<file path="src/rtl/sipo_deser_hs_pkg.sv">
// Shared types and sizing helpers for the parametrised SIPO deserializer
// and the serial loaders that reuse its output stage.
package sipo_pkg;

  typedef enum logic {
    ST_FILL = 1'b0,
    ST_FULL = 1'b1
  } sipo_state_e;

  function automatic int sipo_beats(input int out_w, input int in_w);
    return out_w / in_w;
  endfunction

  function automatic int sipo_cnt_w(input int beats);
    return $clog2(beats + 1);
  endfunction

  // Bit offset of beat idx inside the word, for either beat ordering.
  function automatic int sipo_slot_lsb(input int idx, input int beats,
                                       input int in_w, input int msb_first);
    if (msb_first != 0) begin
      return (beats - 1 - idx) * in_w;
    end else begin
      return idx * in_w;
    end
  endfunction

endpackage

</file>
<file path="src/rtl/sipo_deser_hs_if.sv">
// Beat-in / word-out handshake bundle of sipo_deser_hs.
// SIPO_FLUSH_EN adds the flush request and the out_beats word length.
interface sipo_deser_hs_if
  import sipo_pkg::*;
#(
  parameter int IN_W  = 1,
  parameter int OUT_W = 8
);
  localparam int CNT_W = sipo_cnt_w(sipo_beats(OUT_W, IN_W));

  logic             clear;
  logic             in_valid;
  logic             in_ready;
  logic [IN_W-1:0]  in_data;
  logic             out_valid;
  logic             out_ready;
  logic [OUT_W-1:0] out_data;
  logic             busy;
`ifdef SIPO_FLUSH_EN
  logic             flush;
  logic [CNT_W-1:0] out_beats;

  modport slave (input clear, in_valid, in_data, out_ready, flush,
                 output in_ready, out_valid, out_data, busy, out_beats);
  modport master (output clear, in_valid, in_data, out_ready, flush,
                  input in_ready, out_valid, out_data, busy, out_beats);
`else
  modport slave (input clear, in_valid, in_data, out_ready,
                 output in_ready, out_valid, out_data, busy);
  modport master (output clear, in_valid, in_data, out_ready,
                  input in_ready, out_valid, out_data, busy);
`endif

endinterface

</file>
<file path="src/rtl/sipo_deser_hs_out_stage.sv">
// Generic registered valid/ready word holder; the producer may load only
// while out_free is high, so a consume and a reload can share one edge.
module sipo_out_stage #(
  parameter int W = 8
) (
  input  logic         clk,
  input  logic         reset,
  input  logic         clear,
  input  logic         load,
  input  logic [W-1:0] load_data,
  input  logic         out_ready,
  output logic         out_valid,
  output logic [W-1:0] out_data,
  output logic         out_free
);

  logic         valid_r;
  logic [W-1:0] data_r;

  assign out_free  = !valid_r || out_ready;
  assign out_valid = valid_r;
  assign out_data  = data_r;

  // Holding register: data is kept after consumption, only valid drops.
  always_ff @(posedge clk or posedge reset) begin
    if (reset) begin
      valid_r <= 1'b0;
      data_r  <= {W{1'b0}};
    end else if (clear) begin
      valid_r <= 1'b0;
    end else if (load) begin
      valid_r <= 1'b1;
      data_r  <= load_data;
    end else if (out_ready) begin
      valid_r <= 1'b0;
    end else begin
      valid_r <= valid_r;
    end
  end

endmodule

</file>
<file path="src/rtl/sipo_deser_hs.sv">
// Parametrised serial-in/parallel-out deserializer with a registered output
// stage. Optional partial-word flush is built when SIPO_FLUSH_EN is defined.
module sipo_deser_hs
  import sipo_pkg::*;
#(
  parameter int IN_W      = 1,
  parameter int OUT_W     = 8,
  parameter int MSB_FIRST = 0
) (
  input logic            clk,
  input logic            reset,
  sipo_deser_hs_if.slave bus
);

  localparam int BEATS = sipo_beats(OUT_W, IN_W);
  localparam int CNT_W = sipo_cnt_w(BEATS);
  localparam logic [CNT_W-1:0] CNT_FULL = CNT_W'(BEATS);
  localparam logic [CNT_W-1:0] CNT_LAST = CNT_W'(BEATS - 1);
  localparam logic [CNT_W-1:0] CNT_ZERO = {CNT_W{1'b0}};
  localparam logic [CNT_W-1:0] CNT_ONE  = {{(CNT_W-1){1'b0}}, 1'b1};

  logic [CNT_W-1:0] cnt_r, cnt_nxt_s;
  logic [OUT_W-1:0] acc_r, acc_nxt_s, acc_merged_s, load_data_s;
  logic             accept_s, out_free_s, load_s;
  sipo_state_e      state_s;

  assign state_s      = (cnt_r == CNT_FULL) ? ST_FULL : ST_FILL;
  assign bus.in_ready = (cnt_r != CNT_FULL);
  assign accept_s     = bus.in_valid && bus.in_ready;
  assign bus.busy     = (cnt_r != CNT_ZERO) || bus.out_valid;

  // Accumulator view with the beat being accepted this cycle dropped in place.
  always_comb begin
    acc_merged_s = acc_r;
    for (int i = 0; i < BEATS; i++) begin
      acc_merged_s[sipo_slot_lsb(i, BEATS, IN_W, MSB_FIRST) +: IN_W] =
        (accept_s && (cnt_r == CNT_W'(i))) ? bus.in_data
                                            : acc_r[sipo_slot_lsb(i, BEATS, IN_W, MSB_FIRST) +: IN_W];
    end
  end

`ifdef SIPO_FLUSH_EN
  logic [CNT_W-1:0] fill_s, beats_nxt_s, out_beats_r;
  logic [OUT_W-1:0] partial_s;
  logic             flush_go_s;

  assign fill_s        = cnt_r + {{(CNT_W-1){1'b0}}, accept_s};
  assign flush_go_s    = bus.flush && out_free_s && (fill_s != CNT_ZERO);
  assign bus.out_beats = out_beats_r;

  // Partial word: slots beyond the fill level read as zero, not stale data.
  always_comb begin
    partial_s = {OUT_W{1'b0}};
    for (int i = 0; i < BEATS; i++) begin
      partial_s[sipo_slot_lsb(i, BEATS, IN_W, MSB_FIRST) +: IN_W] =
        (CNT_W'(i) < fill_s) ? acc_merged_s[sipo_slot_lsb(i, BEATS, IN_W, MSB_FIRST) +: IN_W]
                             : {IN_W{1'b0}};
    end
  end
`endif

  // Next-state and load decision for FILL/FULL.
  always_comb begin
    cnt_nxt_s   = cnt_r;
    acc_nxt_s   = acc_r;
    load_s      = 1'b0;
    load_data_s = acc_merged_s;
`ifdef SIPO_FLUSH_EN
    beats_nxt_s = CNT_FULL;
`endif
    if (bus.clear) begin
      cnt_nxt_s = CNT_ZERO;
    end else begin
      case (state_s)
        ST_FULL: begin
          if (out_free_s) begin
            load_s      = 1'b1;
            load_data_s = acc_r;
            cnt_nxt_s   = CNT_ZERO;
          end else begin
            cnt_nxt_s = cnt_r;
          end
        end
        ST_FILL: begin
          if (accept_s && (cnt_r == CNT_LAST)) begin
            if (out_free_s) begin
              load_s    = 1'b1;
              cnt_nxt_s = CNT_ZERO;
            end else begin
              acc_nxt_s = acc_merged_s;
              cnt_nxt_s = CNT_FULL;
            end
          end
`ifdef SIPO_FLUSH_EN
          else if (flush_go_s) begin
            load_s      = 1'b1;
            load_data_s = partial_s;
            beats_nxt_s = fill_s;
            acc_nxt_s   = acc_merged_s;
            cnt_nxt_s   = CNT_ZERO;
          end
`endif
          else if (accept_s) begin
            acc_nxt_s = acc_merged_s;
            cnt_nxt_s = cnt_r + CNT_ONE;
          end else begin
            cnt_nxt_s = cnt_r;
          end
        end
        default: begin
          cnt_nxt_s = CNT_ZERO;
        end
      endcase
    end
  end

  // Beat counter and accumulator registers.
  always_ff @(posedge clk or posedge reset) begin
    if (reset) begin
      cnt_r <= CNT_ZERO;
      acc_r <= {OUT_W{1'b0}};
    end else begin
      cnt_r <= cnt_nxt_s;
      acc_r <= acc_nxt_s;
    end
  end

`ifdef SIPO_FLUSH_EN
  // Word length travels with the word it describes.
  always_ff @(posedge clk or posedge reset) begin
    if (reset) begin
      out_beats_r <= CNT_ZERO;
    end else if (load_s) begin
      out_beats_r <= beats_nxt_s;
    end else begin
      out_beats_r <= out_beats_r;
    end
  end
`endif

  sipo_out_stage #(.W(OUT_W)) u_out_stage (
    .clk       (clk),
    .reset     (reset),
    .clear     (bus.clear),
    .load      (load_s),
    .load_data (load_data_s),
    .out_ready (bus.out_ready),
    .out_valid (bus.out_valid),
    .out_data  (bus.out_data),
    .out_free  (out_free_s)
  );

endmodule
</file>
<file path="src/flat_wrapper.sv">
// flat-port wrapper written by rule: the top's interface ports become plain ports
module sipo_deser_hs_flat import sipo_pkg::*;
#(
  parameter int IN_W      = 1,
  parameter int OUT_W     = 8,
  parameter int MSB_FIRST = 0
)
  (clk, reset, bus_clear, bus_in_valid, bus_in_data, bus_out_ready, bus_in_ready, bus_out_valid, bus_out_data, bus_busy);
  sipo_deser_hs_if #(.IN_W(IN_W), .OUT_W(OUT_W)) bus_i ();
  input logic clk;
  input logic reset;
  input wire logic [$bits(bus_i.clear)-1:0] bus_clear;
  input wire logic [$bits(bus_i.in_valid)-1:0] bus_in_valid;
  input wire logic [$bits(bus_i.in_data)-1:0] bus_in_data;
  input wire logic [$bits(bus_i.out_ready)-1:0] bus_out_ready;
  output wire logic [$bits(bus_i.in_ready)-1:0] bus_in_ready;
  output wire logic [$bits(bus_i.out_valid)-1:0] bus_out_valid;
  output wire logic [$bits(bus_i.out_data)-1:0] bus_out_data;
  output wire logic [$bits(bus_i.busy)-1:0] bus_busy;
  assign bus_i.clear = bus_clear;
  assign bus_i.in_valid = bus_in_valid;
  assign bus_i.in_data = bus_in_data;
  assign bus_i.out_ready = bus_out_ready;
  assign bus_in_ready = bus_i.in_ready;
  assign bus_out_valid = bus_i.out_valid;
  assign bus_out_data = bus_i.out_data;
  assign bus_busy = bus_i.busy;
  sipo_deser_hs #(.IN_W(IN_W), .OUT_W(OUT_W), .MSB_FIRST(MSB_FIRST)) u_core (.clk(clk), .reset(reset), .bus(bus_i));
endmodule
</file>
<file path="config.mk">
export PLATFORM = sky130hd
export DESIGN_NAME = sipo_deser_hs_flat
export DESIGN_NICKNAME = d
export VERILOG_FILES = /design/src/rtl/sipo_deser_hs_pkg.sv /design/src/rtl/sipo_deser_hs_if.sv /design/src/rtl/sipo_deser_hs_out_stage.sv /design/src/rtl/sipo_deser_hs.sv /design/src/flat_wrapper.sv
export SDC_FILE = /design/constraint.sdc
export NUM_CORES = 1
export LEC_CHECK = 0
export BUFFER_PORTS_ARGS = -buffer_cell sky130_fd_sc_hd__clkbuf_2
export CELL_PAD_IN_SITES_DETAIL_PLACEMENT = 1
export CELL_PAD_IN_SITES_GLOBAL_PLACEMENT = 1
export CORE_MARGIN = 4
export CORE_UTILIZATION = 43
export DETAILED_ROUTE_END_ITERATION = 16
export PLACE_DENSITY_LB_ADDON = 0.1
export SLEW_MARGIN = 25
export SYNTH_ARGS = -nofsm -noshare
export SYNTH_HDL_FRONTEND = slang
export SYNTH_SLANG_ARGS = --single-unit
</file>
<file path="constraint.sdc">
create_clock -name clk -period 2.4 [get_ports clk]
set_input_delay 0.24 -clock clk [delete_from_list [all_inputs] [get_ports clk]]
set_output_delay 0.24 -clock clk [all_outputs]
set_load 0.1 [all_outputs]
</file>
==> results_tabular.tex <==
\begin{tabular}{lr}
\hline
Metric & Value \\
\hline
\multicolumn{2}{l}{\textbf{Routing}} \\
Drt total wl & about 2.3 mm \\
DRT iter0 DRCs & 7 \\
Routed met1 length & 1.10 mm \\
Amount of wire on met2 after detailed routing & 1.17 mm \\
Count of antenna-violating nets left after detailed routing & 0 \\
Final routed wire length divided by cell count & around 15 um \\
Total number of vias & 834 \\
DRC errors left & 0 \\
Metal3 WL & $\sim$46 um \\
Via-per-instance ratio & 5.38 \\
Highest signal layer in the routed design & met3 \\
Number of iterations in the first detailed-routing pass & 2 \\
\multicolumn{2}{l}{\textbf{CTS}} \\
Clock Root Buffer & sky130\_fd\_sc\_hd\_\_clkbuf\_4 \\
CTS clk-pin slew, worst paths & around 130 ps \\
Clock insertion delay at the later pin of the skew report & 310 ps \\
CTS Hold Buffers Added & 0 \\
Clock tree from TritonCTS & done \\
Htree depth & 1 \\
Post-CTS setup buffers & 0 \\
Sink count of the clock tree & 21 \\
Number of buffers created by CTS & 3 \\
Maximum number of buffers from clock root to sink & 2 \\
\multicolumn{2}{l}{\textbf{Timing}} \\
Worst clock skew & 10.3 ps \\
Shortest clock period the worst path allows after layout & roughly 2300 ps \\
Total Neg Setup Slack & 0 ps \\
Transition time at the pin with the least slew margin & 788 ps \\
Setup repair after global routing missed its margin & no \\
Final setup vio count & 0 \\
Final Hold Viols & 0 \\
Worst path setup slack after routing & 138 ps \\
Max Freq & 442 MHz \\
Tightest slew margin relative to the limit & 47.4\% \\
Count of pins over their slew limit & 0 \\
Ratio of final minimum period to clock period & 94.3\% \\
\multicolumn{2}{l}{\textbf{Floorplan}} \\
Die area & 3570 um\^{}2 \\
Horizontal extent of the die & roughly 60 um \\
Core box area & 2520 um\^{}2 \\
Initial Util & 45.6\% \\
Std cell rows & 18 \\
Total I/O pin count & 17 \\
Vert. Die Dim & 59.7 um \\
\multicolumn{2}{l}{\textbf{Synth}} \\
Register area share after synthesis & 45.7\% \\
Synthesized instance count & 112 \\
Number of storage elements in the synthesis netlist & 21 \\
Count of warnings emitted by yosys & 0 \\
Synthesized netlist net count & 122 \\
Synthesized cell area & between 1000 and 1500 um\^{}2 \\
Count of cell types in the netlist & 32 \\
Synthesized area divided by synthesized cell count & 10.3 um\^{}2 \\
\multicolumn{2}{l}{\textbf{Power}} \\
Pwr dens & 524 nW/um\^{}2 \\
Switching power summed over all nets & 190 uW \\
Largest voltage drop on the vdd net & 0.416 mV \\
Combinational power share & 14.7\% \\
Fraction of power consumed by sequential logic & between 50\% and 60\% \\
Fraction of power spent switching nets & 29.1\% \\
Cell-internal power & 464 uW \\
Leakage component of the power & 0.619 nW \\
Clock Power Share & 26.6\% \\
\multicolumn{2}{l}{\textbf{Setup path}} \\
Class of the most critical setup path & register to output port \\
Crit path arrival time & approximately 2000 ps \\
Largest stage delay on the critical path & 600 ps \\
Standard cell with the maximum stage delay on the critical path & sky130\_fd\_sc\_hd\_\_or4b\_2 \\
Worst R2R Path Depth & 5 \\
Flop2flop setup slack & 520 ps \\
Critical R2R Launch & u\_core.cnt\_r[0] \\
Cell chain of the critical path & inv\_1 -> ha\_1 -> or4b\_2 -> buf\_4 \\
Max FO, Critical Path & 5 \\
Worst EP required & 2160 ps \\
Worst reg2reg endpoint & u\_core.u\_out\_stage.out\_data[7] \\
Crit end category & output port \\
Startpoint kind of the worst setup timing path & register \\
\multicolumn{2}{l}{\textbf{Global routing}} \\
Pin count of the biggest net entering global routing & 22 \\
Tot GR Track Use & 15.1\% \\
Via count of the first global-routing pass & 875 \\
Antenna violations before repair & 0 \\
Remaining Overflow, GRT & 0 \\
Global-route wire length before repair & 4.06 mm \\
\multicolumn{2}{l}{\textbf{Place}} \\
GPL Wtd Cong & 0.715 \\
Quantity of I/O buffers inserted on ports & 16 \\
Total placed instance area & 1220 um\^{}2 \\
Placement-stage worst setup slack & 360 ps \\
Post-detailed-placement half-perimeter wirelength & 1.72 mm \\
\multicolumn{2}{l}{\textbf{Finish}} \\
Growth of design area from synthesis to finish & 8.60\% \\
Fraction of layout instances using a drive strength above 1 & 23.2\% \\
Final-stage net count & 136 \\
Count of filler cells inserted in the layout & roughly 300 \\
Antenna Diode Count & 0 \\
Commonest non-fill, non-tap cells in the layout & sky130\_fd\_sc\_hd\_\_nand2\_1 (21), sky130\_fd\_sc\_hd\_\_dfrtp\_1 (21), sky130\_fd\_sc\_hd\_\_clkbuf\_2 (15) \\
Footprint of the flip-flops and latches & $\sim$530 um\^{}2 \\
Area occupied by multi-input gates & 561 um\^{}2 \\
Post-route design area & 1250 um\^{}2 \\
\multicolumn{2}{l}{\textbf{Run}} \\
Max\_cap viols & 0 \\
\multicolumn{2}{l}{\textbf{Outcome}} \\
Result of the run & finished clean \\
\multicolumn{2}{l}{\textbf{Worst hold path}} \\
Class of the tightest hold or removal check & primary input to async pin \\
\hline
\end{tabular}
-- cell families (layout without fill, tap and decap cells) --
kind of cell | after synthesis | count (layout) | share of synthesized area (%)
simple gates | 42 | 42 | 20.8
compound gates | 21 | 21 | 11.8
flops | 21 | 21 | 45.7
mux | 12 | 12 | 11.1
buf+inv | 11 | 24 | 5.55
fa+ha+maj | 4 | 4 | 4.35
xor+xnor | 1 | 1 | 0.762
-- what timing repair did --
action	4_1_cts	5_1_grt
resized for setup	1	1
pin swaps	0	0
endpoints found under the setup margin	1	1
-- power groups by stage --
stage          logic, mW  clock network [mW]  registers [mW]
2_1_floorplan     0.0773                   0           0.390
3_3_place_gp      0.0943                   0           0.390
3_5_place_dp      0.0958                   0           0.391
4_1_cts           0.0974               0.185           0.384
5_1_grt            0.107               0.204           0.388
6_report          0.0959               0.174           0.384
-- stage by stage --
| step | power [mW] | hold slack, ps | util [%] | std cells |
|---|---|---|---|---|
| finish | 0.655 | 31.0 | 49.5 | 155 |
| global route | 0.699 | 104 | 49.5 | 155 |
| CTS | 0.667 | 68.2 | 49.5 | 155 |
| detailed placement | 0.487 | 424 | 48.3 | 151 |
| global placement | 0.484 | 409 | 48.3 | 151 |
| floorplan | 0.467 | 217 | - | 112 |
-- how the worst max path moves through the flow --
stage / from / endpoint / slack, ps / cells after the start
6_report: u_core.cnt_r[0] / bus_busy / 140 / 4
5_1_grt: u_core.cnt_r[0] / bus_busy / 30 / 4
4_1_cts: u_core.cnt_r[0] / bus_busy / 70 / 4
3_5_place_dp: u_core.cnt_r[0] / bus_busy / 360 / 4
3_3_place_gp: u_core.cnt_r[0] / bus_busy / 400 / 4
2_1_floorplan: u_core.u_out_stage.out_valid / bus_busy / 310 / 1
-- cell usage after synthesis --
cell                        count  area share (%)
sky130_fd_sc_hd__or4b_2         1            0.87
sky130_fd_sc_hd__nand4_1        1            0.54
sky130_fd_sc_hd__mux2_2         2             2.0
sky130_fd_sc_hd__nor3_1         5             2.2
sky130_fd_sc_hd__a31oi_1        1            0.54
sky130_fd_sc_hd__nand4b_4       1             2.1
sky130_fd_sc_hd__nor2b_1        2             1.1
sky130_fd_sc_hd__mux2i_1        9             7.8
sky130_fd_sc_hd__xor2_1         1            0.76
sky130_fd_sc_hd__nor2_1         2            0.65
sky130_fd_sc_hd__o32ai_1        1            0.76
sky130_fd_sc_hd__nand2_1       21             6.9
sky130_fd_sc_hd__and4bb_2       1             1.1
sky130_fd_sc_hd__dfrtp_1       21              46
sky130_fd_sc_hd__nand3b_1       1            0.65
sky130_fd_sc_hd__inv_1          4             1.3
sky130_fd_sc_hd__nand2b_1       1            0.54
sky130_fd_sc_hd__buf_2          3             1.3
sky130_fd_sc_hd__o21ai_1        9             3.9
sky130_fd_sc_hd__buf_4          1            0.65
sky130_fd_sc_hd__a211o_4        1             1.5
sky130_fd_sc_hd__ha_1           4             4.4
sky130_fd_sc_hd__nand3_1        4             1.7
sky130_fd_sc_hd__buf_6          2             2.0
sky130_fd_sc_hd__clkbuf_1       1            0.33
sky130_fd_sc_hd__nand4b_1       1            0.76
sky130_fd_sc_hd__mux2_4         1             1.3
sky130_fd_sc_hd__o21ai_0        6             2.6
sky130_fd_sc_hd__nand3b_4       1             1.7
sky130_fd_sc_hd__o2111ai_2      1             1.3
sky130_fd_sc_hd__a21oi_1        1            0.43
sky130_fd_sc_hd__a22oi_1        1            0.65
-- routing by layer --
metal / track usage (%) / up-vias
li1: - / 419
met1: 20.2 / 408
met2: 25.0 / 7
met3: 3.24 / 0
met4: 2.85 / 0
met5: 0 / -
-- sequential cells by signal, indices dropped and copies added, names as in the netlist --
register,flops
u_core.u_out_stage.out_data,8
u_core.u_out_stage.out_valid,1
u_core.acc_r,8
u_core.cnt_r,4
-- final cells by class --
| cell class | instances | share of cell area, % |
|---|---|---|
| Inverter | 4 | 1.20 |
| Timing Repair Buffer | 16 | 6.61 |
| Sequential cell | 21 | 42.1 |
| Clock buffer | 3 | 1.80 |
| Tap cell | 30 | 3.01 |
| Clock inverter | 1 | 0.401 |
| Multi-Input combinational cell | 80 | 44.9 |
-- critical path, delay by kind of cell, from the launching register on --
family,cells,cell delay (ps)
fa+ha+maj,1,270
buf+inv,2,390
flops,1,450
simple gates,1,600
Note: power is estimated with default switching activity, not from simulation.
